File: config.mk
export PLATFORM = sky130hd
export DESIGN_NAME = cpu_bus_rmw
export DESIGN_NICKNAME = d
export VERILOG_FILES = /design/src/rtl/cpu_bus_rmw.sv
export SDC_FILE = /design/constraint.sdc
export NUM_CORES = 1
export LEC_CHECK = 0
export ABC_AREA = 1
export BUFFER_PORTS_ARGS = -buffer_cell sky130_fd_sc_hd__buf_4
export CAP_MARGIN = 20
export CORE_ASPECT_RATIO = 1.2
export CORE_MARGIN = 2
export CORE_UTILIZATION = 25
export DETAILED_ROUTE_END_ITERATION = 8
export PLACE_DENSITY = 0.54
export SYNTH_ARGS = -nofsm -noshare
export SYNTH_HDL_FRONTEND = slang
export SYNTH_SLANG_ARGS = --single-unit
File: constraint.sdc
create_clock -name clk -period 1.9 [get_ports clk]
set_input_delay 0.38 -clock clk [delete_from_list [all_inputs] [get_ports clk]]
set_output_delay 0.38 -clock clk [all_outputs]
set_load 0.01 [all_outputs]
File: src/rtl/cpu_bus_rmw.sv
`default_nettype none
// ============================================================================
// Module   : cpu_bus_rmw
// Purpose  : Core-to-word-bus adapter. Byte reads use lane extraction, byte
//            writes use read-modify-write. Optional BUS_TIMEOUT_EN aborts
//            stalled bus cycles.
// Revision : 1.0 - initial release
// ============================================================================
module cpu_bus_rmw #(
    parameter int AW         = 24,
    parameter int NIRQ       = 16,
    parameter int IRQ_SYNC   = 2,
    parameter int TMO_CYCLES = 255
) (
    input  logic            clk,
    input  logic            rst,
    input  logic            cpu_stb,
    input  logic            cpu_we,
    input  logic            cpu_ben,
    input  logic [AW-1:0]   cpu_addr,
    input  logic [31:0]     cpu_dout,
    output logic [31:0]     cpu_din,
    output logic            cpu_ack,
    output logic [NIRQ-1:0] cpu_irq,
    output logic            bus_stb,
    output logic            bus_we,
    output logic [AW-3:0]   bus_addr,
    output logic [31:0]     bus_dout,
    input  logic [31:0]     bus_din,
    input  logic            bus_ack,
    input  logic [NIRQ-1:0] bus_irq,
    output logic            bus_err
);

    typedef enum logic [2:0] {
        IDLE    = 3'd0,
        WORD    = 3'd1,
        RMW_RD  = 3'd2,
        RMW_GAP = 3'd3,
        RMW_WR  = 3'd4,
        DONE    = 3'd5
    } state_t;

    generate
        if (IRQ_SYNC < 1 || IRQ_SYNC > 4 || TMO_CYCLES < 1) begin : g_param_check
            $error("cpu_bus_rmw: IRQ_SYNC must be 1..4 and TMO_CYCLES >= 1");
        end
    endgenerate

    state_t          state_q, state_d;
    logic            we_q, we_d;
    logic            ben_q, ben_d;
    logic [1:0]      off_q, off_d;
    logic [7:0]      wbyte_q, wbyte_d;
    logic [31:0]     merge_q, merge_d;
    logic [31:0]     cpu_din_q, cpu_din_d;
    logic            cpu_ack_q, cpu_ack_d;
    logic            bus_stb_q, bus_stb_d;
    logic            bus_we_q, bus_we_d;
    logic [AW-3:0]   bus_addr_q, bus_addr_d;
    logic [31:0]     bus_dout_q, bus_dout_d;
    logic [NIRQ-1:0] irq_sync_q [IRQ_SYNC];
    logic [NIRQ-1:0] irq_sync_d [IRQ_SYNC];

    logic            w_ack;
    logic [7:0]      w_lane;
    logic [31:0]     w_merged;

`ifdef BUS_TIMEOUT_EN
    localparam int C_TMO_W = $clog2(TMO_CYCLES + 1);
    logic [C_TMO_W-1:0] tmo_cnt_q, tmo_cnt_d;
    logic               abort_q, abort_d;
    logic               bus_err_q, bus_err_d;
    logic               w_tmo;

    // An ack on the terminal cycle wins over the abort.
    assign w_tmo = bus_stb_q & ~bus_ack & (tmo_cnt_q == C_TMO_W'(TMO_CYCLES - 1));
`endif

    assign w_ack = bus_ack & bus_stb_q;

    always_comb begin
        w_lane   = bus_din[{off_q, 3'b000} +: 8];
        w_merged = bus_din;
        w_merged[{off_q, 3'b000} +: 8] = wbyte_q;
    end

    always_comb begin
        state_d    = state_q;
        we_d       = we_q;
        ben_d      = ben_q;
        off_d      = off_q;
        wbyte_d    = wbyte_q;
        merge_d    = merge_q;
        cpu_din_d  = cpu_din_q;
        cpu_ack_d  = 1'b0;
        bus_stb_d  = bus_stb_q;
        bus_we_d   = bus_we_q;
        bus_addr_d = bus_addr_q;
        bus_dout_d = bus_dout_q;

        irq_sync_d[0] = bus_irq;
        for (int i = 1; i < IRQ_SYNC; i++) begin
            irq_sync_d[i] = irq_sync_q[i-1];
        end

        case (state_q)
            IDLE: begin
                // A still-high strobe during the ack cycle belongs to the finished request.
                if (cpu_stb && !cpu_ack_q) begin
                    we_d       = cpu_we;
                    ben_d      = cpu_ben;
                    off_d      = cpu_addr[1:0];
                    wbyte_d    = cpu_dout[7:0];
                    bus_addr_d = cpu_addr[AW-1:2];
                    bus_stb_d  = 1'b1;
                    bus_we_d   = cpu_we & ~cpu_ben;
                    if (cpu_we && !cpu_ben) begin
                        bus_dout_d = cpu_dout;
                    end
                    state_d = (cpu_we && cpu_ben) ? RMW_RD : WORD;
                end
            end
            WORD: begin
                if (w_ack) begin
                    bus_stb_d = 1'b0;
                    bus_we_d  = 1'b0;
                    state_d   = DONE;
                    if (!we_q) begin
                        cpu_din_d = ben_q ? {24'b0, w_lane} : bus_din;
                    end
                end
            end
            RMW_RD: begin
                if (w_ack) begin
                    merge_d   = w_merged;
                    bus_stb_d = 1'b0;
                    state_d   = RMW_GAP;
                end
            end
            RMW_GAP: begin
                bus_stb_d  = 1'b1;
                bus_we_d   = 1'b1;
                bus_dout_d = merge_q;
                state_d    = RMW_WR;
            end
            RMW_WR: begin
                if (w_ack) begin
                    bus_stb_d = 1'b0;
                    bus_we_d  = 1'b0;
                    state_d   = DONE;
                end
            end
            DONE: begin
                cpu_ack_d = 1'b1;
                state_d   = IDLE;
            end
            default: state_d = IDLE;
        endcase

`ifdef BUS_TIMEOUT_EN
        abort_d   = abort_q;
        bus_err_d = 1'b0;
        tmo_cnt_d = tmo_cnt_q;
        if (bus_stb_d && !bus_stb_q) begin
            tmo_cnt_d = '0;
        end else if (bus_stb_q && !bus_ack) begin
            tmo_cnt_d = tmo_cnt_q + 1'b1;
        end
        if (state_q == DONE) begin
            bus_err_d = abort_q;
            abort_d   = 1'b0;
        end
        // Abort from any strobed state; from RMW_RD this skips the write phase.
        if (w_tmo) begin
            bus_stb_d = 1'b0;
            bus_we_d  = 1'b0;
            cpu_din_d = 32'h0;
            abort_d   = 1'b1;
            state_d   = DONE;
        end
`endif
    end

    always_ff @(posedge clk or negedge rst) begin
        if (!rst) begin
            state_q    <= IDLE;
            we_q       <= 1'b0;
            ben_q      <= 1'b0;
            off_q      <= 2'b00;
            wbyte_q    <= 8'h00;
            merge_q    <= 32'h0;
            cpu_din_q  <= 32'h0;
            cpu_ack_q  <= 1'b0;
            bus_stb_q  <= 1'b0;
            bus_we_q   <= 1'b0;
            bus_addr_q <= '0;
            bus_dout_q <= 32'h0;
            for (int i = 0; i < IRQ_SYNC; i++) begin
                irq_sync_q[i] <= '0;
            end
`ifdef BUS_TIMEOUT_EN
            tmo_cnt_q  <= '0;
            abort_q    <= 1'b0;
            bus_err_q  <= 1'b0;
`endif
        end else begin
            state_q    <= state_d;
            we_q       <= we_d;
            ben_q      <= ben_d;
            off_q      <= off_d;
            wbyte_q    <= wbyte_d;
            merge_q    <= merge_d;
            cpu_din_q  <= cpu_din_d;
            cpu_ack_q  <= cpu_ack_d;
            bus_stb_q  <= bus_stb_d;
            bus_we_q   <= bus_we_d;
            bus_addr_q <= bus_addr_d;
            bus_dout_q <= bus_dout_d;
            for (int i = 0; i < IRQ_SYNC; i++) begin
                irq_sync_q[i] <= irq_sync_d[i];
            end
`ifdef BUS_TIMEOUT_EN
            tmo_cnt_q  <= tmo_cnt_d;
            abort_q    <= abort_d;
            bus_err_q  <= bus_err_d;
`endif
        end
    end

    assign cpu_din  = cpu_din_q;
    assign cpu_ack  = cpu_ack_q;
    assign cpu_irq  = irq_sync_q[IRQ_SYNC-1];
    assign bus_stb  = bus_stb_q;
    assign bus_we   = bus_we_q;
    assign bus_addr = bus_addr_q;
    assign bus_dout = bus_dout_q;
`ifdef BUS_TIMEOUT_EN
    assign bus_err  = bus_err_q;
`else
    assign bus_err  = 1'b0;
`endif

endmodule
`default_nettype wire

-- Yosys cells after proc, flatten, opt, wreduce, memory -nomap -nowiden
Index checks and enable logic that the tools add are counted.
- flip-flop bits (word level): 168
- input port bits: 110
- output and inout port bits: 106
- bitwise gates (word level): 4
- shift-type cells: 3
- add/subtract/negate cells: 1
- eq/ne operators: 10
- mux-type cells: 16
- reductions and logical operators: 18
- operators by type and width (operator ; number):
    $mux W32 ; 3
    $pmux W32 S2 ; 1
    $bwmux W32 ; 1
    $shift A8 B7 Y32 const A ; 1
    $shiftx A32 B6 Y8 ; 1
    $shiftx A8 B7 Y32 ; 1
    $reduce_and A3 Y1 ; 5
    $pmux W3 S4 ; 1
    $mux W3 ; 3
    $neg A5 Y7 ; 1
    $eq A3 B2 Y1 const B ; 2
    $eq A3 B3 Y1 const B ; 2
    $ne A2 B2 Y1 const B ; 3
    $pmux W1 S3 ; 2
    $reduce_bool A3 Y1 ; 2
    $mux W1 ; 4
    $ne A2 B1 Y1 const B ; 2
    $reduce_and A2 Y1 ; 2
    $eq A3 B1 Y1 const B ; 1
    $logic_and A1 B1 Y1 ; 3
    $logic_not A3 Y1 ; 1
    $reduce_or A3 Y1 ; 1
    $and A1 B1 Y1 ; 2
    $logic_not A1 Y1 ; 2
    4 further kinds ; 5

-- Longest topological paths before layout
Gate-level depths: netlist (run 1).
- word-level depth: 5
- mapped depth: 10
- gate-level depth less buffers: 9

-- Worst setup path before layout (run 1)
No wires, ideal clock.
- kind: flip-flop to flip-flop
- start point: register off_q[1]
- end point: register merge_q[14]
- stages on the path, launching flop included: 10
- data required time: 1.817 ns
- setup slack: 0.076 ns
- buffers on the path: 2
- arrival: 1.741 ns
- clock period less this slack: 1.824 ns
- setup time: 0.083 ns
- cell sequence: dfrtp_1 -> clkbuf_1 -> inv_1 -> ha_1 -> clkbuf_1 -> nor2_1 -> nand2_1 -> o21ai_0 -> nand2_1 -> o21ai_0
- cells in the longest elaborated chain, start to end: 3
- elaborated cells between the ends (all ways): 4
- classes of those cells: 1 x add/sub; 2 x shift; 1 x mux
- ends and longest elaborated chain (item ; RTL line ; RTL):
    start: declaration ; 53 ; logic [1:0] off_q, off_d;
    start signal: assignment ; 190 ; off_q <= 2'b00;
    start signal: assignment ; 211 ; off_q <= off_d;
    $neg A5 Y7 * ; 85 ; w_merged[{off_q, 3'b000} +: 8] = wbyte_q;
    $shiftx A8 B7 Y32 or $shift A8 B7 Y32 (tied branches) ; 85 ;
    $bwmux W32 * ; 85 ;
    end signal: assignment ; 213 ; merge_q <= merge_d;
    end: declaration ; 55 ; logic [31:0] merge_q, merge_d;
Every way passes the cells marked *; elsewhere a longest branch is shown, timed or not.
A chain may end at the register's enable or synchronous reset.

-- Final worst setup path (run 1)
- start point: register off_q[0]
- end point: register merge_q[16]
The elaborated chain is that of the path after synthesis.

==> flow_metrics.py, run 1 <==
metrics = {
    "outcome": {
        "status": "complete, no violations",
    },
    "drt": {
        "drt_pass1_iterations": 4,
        "finalWirelength_um": 22350,
        "drc": 0,
        "num_vias": 6170,
        "wl_per_cell_um": 15.30,
        "routed-wl-met2_um": 11300,
        "drt_iter0_drc": 288,
        "postRouteAntennaNets": 0,
        "m1WireLength_um": 8590,
        "avgViaCountPerCell": 4.223,
        "dr.max_layer_used": "met5",
        "wl_met3_um": 1714,
    },
    "logic_synthesis": {
        "yosysWarnings": 0,
        "synth_top_family_by_area": "simple AND/OR/NAND/NOR gates",
        "synth_compound_area_share_pct": 13.02,
        "synth.distinct_cells": 26,
        "synth-simple-area-share_pct": 19.23,
        "seq_area_frac_synth_pct": 58.09,
        "synth_area_sq_um": 7237,
        "synth-seq-cells": 168,
        "netlist_instances": 851,
        "synthAdderAreaFrac_pct": 0.8645,
        "syn_area_per_cell_sq_um": 8.504,
        "synth_nets": 966,
        "synth.area.mux_share_pct": 0,
        "synthXorXnorAreaFrac_pct": 0,
    },
    "setup_path": {
        "cp_data_required_time_ns": 2.28,
        "path_cells": "inv_2 -> ha_1 -> nand4_1 -> o22ai_1 -> nand2_1 -> nand2_1",
        "critical_path_class": "reg -> reg",
        "crit_top_cell": "nand2_1",
        "critPathMaxFanout": 8,
        "crit_arrival_ns": 2.13,
        "max_stage_delay_ns": 0.49,
        "crit_path_end_kind": "register",
        "start_kind": "register",
        "crit_slowest_cell": "dfrtp_1",
    },
    "sta": {
        "hold_viol_final": 0,
        "hold_ws_ns": 0.04502,
        "finalSetupTns_ns": 0,
        "rsz0062_at_grt": "true",
        "drv_slew": 0,
        "min_period_over_period_pct": 91.97,
        "min_period_ns": 1.747,
        "setup_viol": 0,
        "fmax_ghz": 0.5723,
        "finalClockSkew_ns": 0.01133,
    },
    "cts": {
        "root_buffer": "clkbuf_16",
        "clk_latency_ns": 0.44,
        "cts.sinks": 168,
        "cts_made_buffers": 17,
        "clk_pin_slew_ns": 0.07,
        "htreeDepth": 4,
        "cts.path.max_buffers": 2,
        "tritoncts": "built",
    },
    "cells_and_area": {
        "fillers": 3016,
        "register_area_sq_um": 4204,
        "multi_input_area_sq_um": 2421,
        "final_nets": 1176,
        "drive_gt1_share_pct": 26.16,
        "area_delta_synth_final_pct": 37.93,
        "mostFrequentLayoutCells": "nand2_1 (311), buf_4 (223), dfrtp_1 (168)",
        "stdcell_count": 1461,
        "final_common_cell": "nand2_1",
    },
    "hold_path": {
        "hp-class": "in -> reg",
    },
    "power": {
        "peakVddDrop_uv": 670.3,
        "powerDensity_nw_per_um2": 1529,
        "leakagePower_nw": 5.272,
        "power_mw": 15.26,
    },
    "floorplanning": {
        "start_util_pct": 25.32,
        "fp.coreArea_sq_um": 28590,
        "ioPinCount": 216,
        "die-area_sq_um": 30330,
        "num_rows": 68,
        "die_y_um": 190.4,
        "die_x_um": 159.3,
    },
    "global_routing": {
        "grt_start_max_net_pins": 65,
        "antenna_found_initial": 3,
        "grt_use_total_pct": 15.05,
        "grt_pass1_wl_um": 34830,
        "grt_pass1_vias": 6347,
        "overflow": 0,
    },
    "flow_run": {
        "maxCapViolCount": 0,
    },
    "place": {
        "place_inst": 1426,
        "port_buffers": 214,
        "globalplace.congestion": 0.8940,
        "dp_hpwl_um": 17100,
    },
}
## timing repair
item | in CTS | in global routing
endpoints found under the hold margin | 12 | 0
endpoints found under the setup margin | 0 | 17
gates resized for setup | 0 | 3
buffers inserted | 0 | 0
hold buffers | 1 | 0
## metrics by stage
stage	util, %	worst slack, ns	cell area, sq um
floorplan	-	0.07595	7237
global placement	32.68	0.1187	9343
detailed placement	32.68	0.09545	9343
CTS	34.87	0.07814	9967
global route	34.90	-0.006378	9977
finish	34.92	0.1525	9982
## metal layers
layer | track usage [%] | vias to the layer above
met4 | 6.853 | 2
li1 | - | 3116
met3 | 5.589 | 40
met1 | 16.12 | 2832
met2 | 26.51 | 180
met5 | 0 | -
## cells in the mapped netlist
cell | count | share of area (%)
a21oi_1 | 18 | 1.2
buf_1 | 2 | 0.10
buf_2 | 20 | 1.4
buf_4 | 7 | 0.73
buf_6 | 1 | 0.16
clkbuf_1 | 11 | 0.57
conb_1 | 1 | 0.052
dfrtp_1 | 168 | 58
ha_1 | 5 | 0.86
inv_1 | 104 | 5.4
inv_2 | 8 | 0.41
nand2_1 | 311 | 16
nand2_2 | 1 | 0.087
nand3_1 | 11 | 0.76
nand3_2 | 1 | 0.14
nand4_1 | 3 | 0.26
nand4_2 | 1 | 0.17
nor2_1 | 25 | 1.3
nor2_2 | 2 | 0.17
nor3_1 | 1 | 0.069
nor3_2 | 1 | 0.14
o2111ai_1 | 7 | 0.85
o21ai_0 | 37 | 2.6
o21ai_1 | 65 | 4.5
o22ai_1 | 16 | 1.4
o31ai_1 | 24 | 2.5
## final timing paths
path	slack, ns	depth (start not counted)	startpoint	end
setup / recovery	0.15	6	off_q[0]$_DFFE_PN0P_	merge_q[16]$_DFFE_PN0P_
hold / removal	0.05	1	bus_irq[6]	irq_sync_d[6]$_DFF_PN0_
setup reg to reg	0.15	6	off_q[0]$_DFFE_PN0P_	merge_q[16]$_DFFE_PN0P_
hold reg to reg	0.35	0	irq_sync_d[9]$_DFF_PN0_	cpu_irq[9]$_DFF_PN0_
max in group asynchronous	0.84	3	rst	state_q[0]$_DFFE_PN0P_
min in group asynchronous	0.36	2	rst	cpu_din[31]$_DFFE_PN0P_
## kinds of logic (layout without fill, tap and decap cells)
kind of cell | Yosys count | after routing
and+or+nand+nor | 357 | 357
other | 1 | 3
adders and majority gates | 5 | 5
buffers and inverters | 153 | 376
AOI/OAI and AO/OA | 167 | 167
DFF | 168 | 168
## critical path, delay by kind of cell, from the launching register on
kind	cells	cell delay, ns
compound gates	1	0.28
fa+ha+maj	1	0.37
buf+inv	1	0.10
flops	1	0.49
simple gates	3	0.45
## state kept, by name (all words and copies together) (netlist names)
name        cells
cpu_irq        16
bus_dout       32
state_q         3
irq_sync_d     16
cpu_ack         1
bus_addr       22
merge_q        32
ben_q           1
bus_stb         1
bus_we          1
cpu_din        32
we_q            1
off_q           2
wbyte_q         8
## final cells by class
class	count	area share, %
inverters	112	4.212
clock buffers	18	4.400
diodes	2	0.05014
clock inverters	14	1.755
well taps	385	4.826
repair buffers	232	18.39
flip-flops and latches	168	42.12
multi-input cells	530	24.25
## where the power goes
part | internal [mW] | total (mW) | leakage, nW | switching [mW]
sequential | 4.93 | 5.68 | 2.01 | 0.748
clock | 2.03 | 3.63 | 0.301 | 1.60
combinational | 2.50 | 5.95 | 2.96 | 3.45
Note: power is estimated with default switching activity, not from simulation.
==> run 2, diff against run 1 <==
ABC_AREA = 0   (was 1)
CTS_CLUSTER_DIAMETER = 50   (was default)
PLACE_DENSITY = default   (was 0.54)
==> flow_metrics.py, run 2 <==
metrics = {
    "sta": {
        "setup_viol": 0,
        "min_period_ns": 1.728,
        "finalSetupTns_ns": 0,
        "min_period_over_period_pct": 90.96,
        "drv_slew": 0,
        "finalClockSkew_ns": 0.01090,
        "fmax_ghz": 0.5786,
        "worst_pin_slew_ns": 0.5780,
        "maxSlewHeadroom_pct": 61.47,
        "hold_viol_final": 0,
        "rsz0062_at_grt": "false",
    },
    "power": {
        "powerDensity_nw_per_um2": 1560,
        "leakagePower_nw": 4.749,
        "peakVddDrop_uv": 664.7,
    },
    "logic_synthesis": {
        "synth.distinct_cells": 45,
        "yosysWarnings": 0,
        "synth_edf_count": 0,
        "synth_area_leaders": "dfrtp_1 (61%), a21oi_1 (5.9%), mux2_2 (5.5%), mux2i_1 (4.8%), nor2_1 (3.6%)",
        "yosysTopAreaCellShare_pct": 60.84,
        "netlist_instances": 618,
        "synthTopCellsByCount": "dfrtp_1 (168), a21oi_1 (81), nor2_1 (67)",
        "synth_area_sq_um": 6910,
        "yosys.area.top_type": "dfrtp_1",
        "yosysMostFrequentCell": "dfrtp_1",
        "synth_top_flop_cell": "dfrtp_1",
        "synth_nets": 733,
        "async_flop_share_pct": 100.0,
        "syn_area_per_cell_sq_um": 11.18,
        "synth-seq-cells": 168,
        "seq_area_frac_synth_pct": 60.84,
    },
    "hold_path": {
        "worstHoldPathCells": 1,
        "hp-class": "in -> reg",
        "min_from": "bus_irq[6]",
        "whs_endpoint": "irq_sync_d[6]$_DFF_PN0_",
    },
    "global_routing": {
        "grt_pass1_wl_um": 31170,
        "grt_start_max_net_pins": 65,
        "overflow": 0,
        "grt_use_total_pct": 14.35,
        "grt_pass1_vias": 5459,
        "antenna_found_initial": 1,
    },
    "floorplanning": {
        "die-area_sq_um": 28990,
        "die_x_um": 155.8,
        "start_util_pct": 25.44,
        "num_rows": 66,
        "die_y_um": 186.1,
        "ioPinCount": 216,
        "fp.coreArea_sq_um": 27170,
    },
    "outcome": {
        "status": "complete, no violations",
    },
    "setup_path": {
        "start_kind": "register",
        "rr_endpoint": "merge_q[23]$_DFFE_PN0P_",
        "r2r-start": "off_q[0]$_DFFE_PN0P_",
        "r2r_cells": 5,
        "crit_path_end_kind": "register",
        "cp_data_required_time_ns": 2.26,
        "crit_start": "off_q[0]$_DFFE_PN0P_",
        "crit_arrival_ns": 2.09,
        "critPathMaxFanout": 8,
        "regToRegSetupSlack_ns": 0.17,
        "critical_path_class": "reg -> reg",
    },
    "drt": {
        "num_vias": 5474,
        "drt_pass1_iterations": 4,
        "postRouteAntennaNets": 0,
        "wl_met3_um": 1555,
        "avgViaCountPerCell": 4.562,
        "finalWirelength_um": 20620,
        "m1WireLength_um": 8416,
        "dr.max_layer_used": "met5",
        "routed-wl-met2_um": 10250,
        "drc": 0,
        "drt_iter0_drc": 337,
        "wl_per_cell_um": 17.18,
    },
    "cts": {
        "postCtsHoldBufs": 1,
        "tritoncts": "built",
        "htreeDepth": 4,
        "cts.path.max_buffers": 2,
        "clk_pin_slew_ns": 0.08,
        "root_buffer": "clkbuf_16",
        "clk_latency_ns": 0.43,
        "cts.sinks": 168,
        "postCtsResizedCells": 0,
        "cts_made_buffers": 17,
        "post_cts_buffers": 0,
    },
    "place": {
        "port_buffers": 214,
        "globalplace.congestion": 0.8670,
        "dp_hpwl_um": 15580,
    },
    "cells_and_area": {
        "mostFrequentLayoutCells": "buf_4 (237), dfrtp_1 (168), a21oi_1 (81)",
        "area_delta_synth_final_pct": 40.72,
        "fillers": 2740,
        "fin_util_pct": 35.79,
        "final_common_cell": "buf_4",
        "multi_input_area_sq_um": 2496,
        "n_antenna_cell": 0,
        "drive_gt1_share_pct": 37.67,
        "final_nets": 962,
        "register_area_sq_um": 4204,
    },
    "flow_run": {
        "maxCapViolCount": 0,
    },
}
==> run 2: cell families after synthesis <==
group | share of synthesized area (%)
AO/OA/AOI/OAI | 13.13
AND/OR/NAND/NOR | 11.43
buffers and inverters | 3.205
other | 0.05427
flip-flops | 60.84
adder cells (fa/ha/maj) | 0.9053
multiplexers | 10.32
XOR/XNOR | 0.1268
==> run 2: final cells by class <==
class                           count  share of cell area (%)
Clock buffer                       17                   4.375
Tap cell                          340                   4.375
Sequential cell                   168                   43.23
Multi-Input combinational cell    404                   25.67
Timing Repair Buffer              247                   20.16
Clock inverter                     15                   1.827
Inverter                            9                  0.3603
==> run 2: stage by stage <==
step | setup WS (ns) | power [mW] | cells | hold slack (ns) | cell area (sq um)
final | 0.1717 | 15.17 | 1200 | 0.05128 | 9724
after global routing | 0.009712 | 16.28 | 1200 | 0.01861 | 9724
after CTS | 0.1772 | 15.44 | 1200 | 0.02152 | 9724
after detailed placement | 0.1015 | 11.83 | 1167 | 0.3355 | 9111
after global placement | 0.1334 | 11.72 | 1167 | 0.3312 | 9111
after floorplan | 0.003083 | 8.868 | 618 | 0.08441 | 6912
==> run 2: report_power, final <==
group | switching, mW | internal [mW]
logic | 2.93 | 2.93
clock network | 1.70 | 1.79
registers | 0.882 | 4.94
total | 5.51 | 9.66
==> run 2: layer usage <==
metal,GRT usage [%],up-vias
li1,-,2626
met1,16.86,2662
met2,24.42,165
met3,5.146,19
met4,4.844,2
met5,0,-
==> run 2: worst max-delay path, cell delays in order (launching register included) <==
cell      delay [ns]
dfrtp_1         0.35
clkinv_1        0.10
ha_1            0.36
nor3b_2         0.44
a32oi_1         0.23
a21oi_1         0.17
==> run 2: worst max-delay path by stage <==
| stage | end | slack, ns | depth (start not counted) |
|---|---|---|---|
| 6_report | merge_q[23]$_DFFE_PN0P_ | 0.17 | 5 |
| 5_1_grt | merge_q[23]$_DFFE_PN0P_ | 0.01 | 5 |
| 4_1_cts | merge_q[2]$_DFFE_PN0P_ | 0.18 | 7 |
| 3_5_place_dp | cpu_din[13]$_DFFE_PN0P_ | 0.10 | 4 |
| 3_3_place_gp | cpu_din[31]$_DFFE_PN0P_ | 0.13 | 5 |
| 2_1_floorplan | merge_q[10]$_DFFE_PN0P_ | 0.003 | 7 |
==> run 3, diff against run 2 <==
CORE_UTILIZATION = 30   (was 25)
clock period = 2.2 ns   (was 1.9 ns; I/O delays follow)
==> flow_metrics.py, run 3 (synthesis results as in run 2) <==
metrics = {
    "global_routing": {
        "antenna_found_initial": 0,
        "grt_use_total_pct": 16.62,
        "grt_start_max_net_pins": 65,
        "overflow": 0,
        "grt_pass1_wl_um": 30360,
        "grt_pass1_vias": 5434,
    },
    "power": {
        "p_clk_share_pct": 25.0,
        "pwr-share-comb_pct": 36.6,
        "p_sw_mw": 4.613,
        "powerDensity_nw_per_um2": 1388,
        "switching_share_pct": 34.86,
        "peakVddDrop_uv": 679.2,
        "p_seq_share_pct": 38.4,
        "leakagePower_nw": 4.678,
        "p_int_mw": 8.620,
    },
    "floorplanning": {
        "fp.coreArea_sq_um": 22520,
        "ioPinCount": 216,
        "die_y_um": 170.3,
        "die_x_um": 142.5,
        "die-area_sq_um": 24270,
        "num_rows": 60,
        "start_util_pct": 30.68,
    },
    "sta": {
        "hold_ws_ns": 0.1155,
        "maxSlewHeadroom_pct": 51.76,
        "min_period_ns": 2.001,
        "worst_pin_slew_ns": 0.7229,
        "min_period_over_period_pct": 90.97,
        "fmax_ghz": 0.4997,
        "rsz0062_at_grt": "false",
        "drv_slew": 0,
        "setup_viol": 0,
        "finalClockSkew_ns": 0.006955,
        "finalSetupTns_ns": 0,
        "hold_viol_final": 0,
    },
    "cts": {
        "cts.path.max_buffers": 2,
        "htreeDepth": 4,
        "clk_pin_slew_ns": 0.07,
        "cts.sinks": 168,
        "post_cts_buffers": 0,
        "cts_made_buffers": 17,
        "clk_latency_ns": 0.42,
        "root_buffer": "clkbuf_16",
        "tritoncts": "built",
    },
    "drt": {
        "finalWirelength_um": 20040,
        "avgViaCountPerCell": 4.837,
        "drt_iter0_drc": 278,
        "drt_pass1_iterations": 5,
        "drc": 0,
        "num_vias": 5432,
        "wl_per_cell_um": 17.85,
        "postRouteAntennaNets": 0,
    },
    "flow_run": {
        "maxCapViolCount": 0,
    },
    "setup_path": {
        "crit_slowest_cell": "nor3b_2",
        "critical_path_class": "reg -> reg",
        "start_kind": "register",
        "cp_data_required_time_ns": 2.54,
        "setup.worst_path.end": "merge_q[17]$_DFFE_PN0P_",
        "path_cells": "clkinv_1 -> ha_1 -> nor3b_2 -> a32oi_1 -> a21oi_1",
        "rr_endpoint": "merge_q[17]$_DFFE_PN0P_",
        "max_stage_delay_ns": 0.45,
        "r2r_cells": 5,
        "crit_arrival_ns": 2.34,
        "regToRegSetupSlack_ns": 0.20,
        "crit_path_end_kind": "register",
        "critPathMaxFanout": 10,
        "crit_start": "off_q[0]$_DFFE_PN0P_",
        "r2r-start": "off_q[0]$_DFFE_PN0P_",
    },
    "cells_and_area": {
        "mostFrequentLayoutCells": "buf_4 (224), dfrtp_1 (168), a21oi_1 (81)",
        "multi_input_area_sq_um": 2496,
        "register_area_sq_um": 4204,
        "drive_gt1_share_pct": 36.37,
        "fillers": 2209,
        "area_delta_synth_final_pct": 37.97,
        "n_antenna_cell": 0,
        "final_nets": 946,
        "final_common_cell": "buf_4",
    },
    "hold_path": {
        "hp-class": "in -> reg",
        "min_from": "bus_irq[3]",
    },
    "place": {
        "port_buffers": 214,
        "dp_hpwl_um": 14620,
        "globalplace.congestion": 0.8668,
    },
    "outcome": {
        "status": "complete, no violations",
    },
}
==> run 3: how the worst min path moves through the flow <==
stage / end / slack, ns / depth (start not counted)
detailed placement: cpu_din[23]$_DFFE_PN0P_ / 0.34 / 1
CTS: irq_sync_d[3]$_DFF_PN0_ / 0.09 / 1
global route: irq_sync_d[10]$_DFF_PN0_ / 0.09 / 1
global placement: cpu_irq[8]$_DFF_PN0_ / 0.33 / 0
finish: irq_sync_d[3]$_DFF_PN0_ / 0.12 / 1
floorplan: ben_q$_DFFE_PN0P_ / 0.14 / 0
==> run 3: what timing repair did <==
item | 4_1_cts | 5_1_grt
gates resized for setup | 0 | 0
endpoints found under the hold margin | 27 | 0
hold buffers | 1 | 0
==> run 3: power by group through the flow <==
| stage | logic, mW | clock network (mW) | registers, mW |
|---|---|---|---|
| 2_1_floorplan | 2.35 | 0 | 5.31 |
| 3_3_place_gp | 4.82 | 0 | 5.10 |
| 3_5_place_dp | 4.88 | 0 | 5.13 |
| 4_1_cts | 4.90 | 3.41 | 5.09 |
| 5_1_grt | 5.32 | 3.55 | 5.23 |
| 6_report | 4.84 | 3.31 | 5.08 |
==> run 3: critical path: cells and delay by family, from the launching register on <==
kind                     cells  cell delay [ns]
flip-flops                   1             0.37
buffers and inverters        1             0.24
adder cells (fa/ha/maj)      1             0.44
AO/OA/AOI/OAI                2             0.41
AND/OR/NAND/NOR              1             0.45
==> run 3: layout make-up <==
cell class	count	area share [%]
Sequential cell	168	44.09
Multi-Input combinational cell	404	26.18
Timing Repair Buffer	231	18.91
Clock buffer	18	4.606
Tap cell	279	3.661
Clock inverter	14	2.192
Inverter	9	0.3543
==> run 3: per-stage QoR <==
step           std cells  area, sq um  setup WS [ns]  total power [mW]  utilization [%]
2_1_floorplan        618         6910         0.2150             7.656                -
5_1_grt             1123         9534        0.01987             14.10            42.33
3_5_place_dp        1090         8876         0.2708             10.02            39.41
6_report            1123         9534         0.1987             13.23            42.33
4_1_cts             1123         9534         0.2190             13.39            42.33
3_3_place_gp        1090         8876         0.3153             9.916            39.41
==> run 3: metal layers <==
layer | global-route usage (%) | vias to the layer above | share of wire [%]
li1 | - | 2586 | -
met1 | 19.54 | 2640 | 40
met2 | 28.53 | 190 | 51
met3 | 5.909 | 16 | 7.9
met4 | 4.907 | 0 | 1.5
met5 | 0 | - | 0
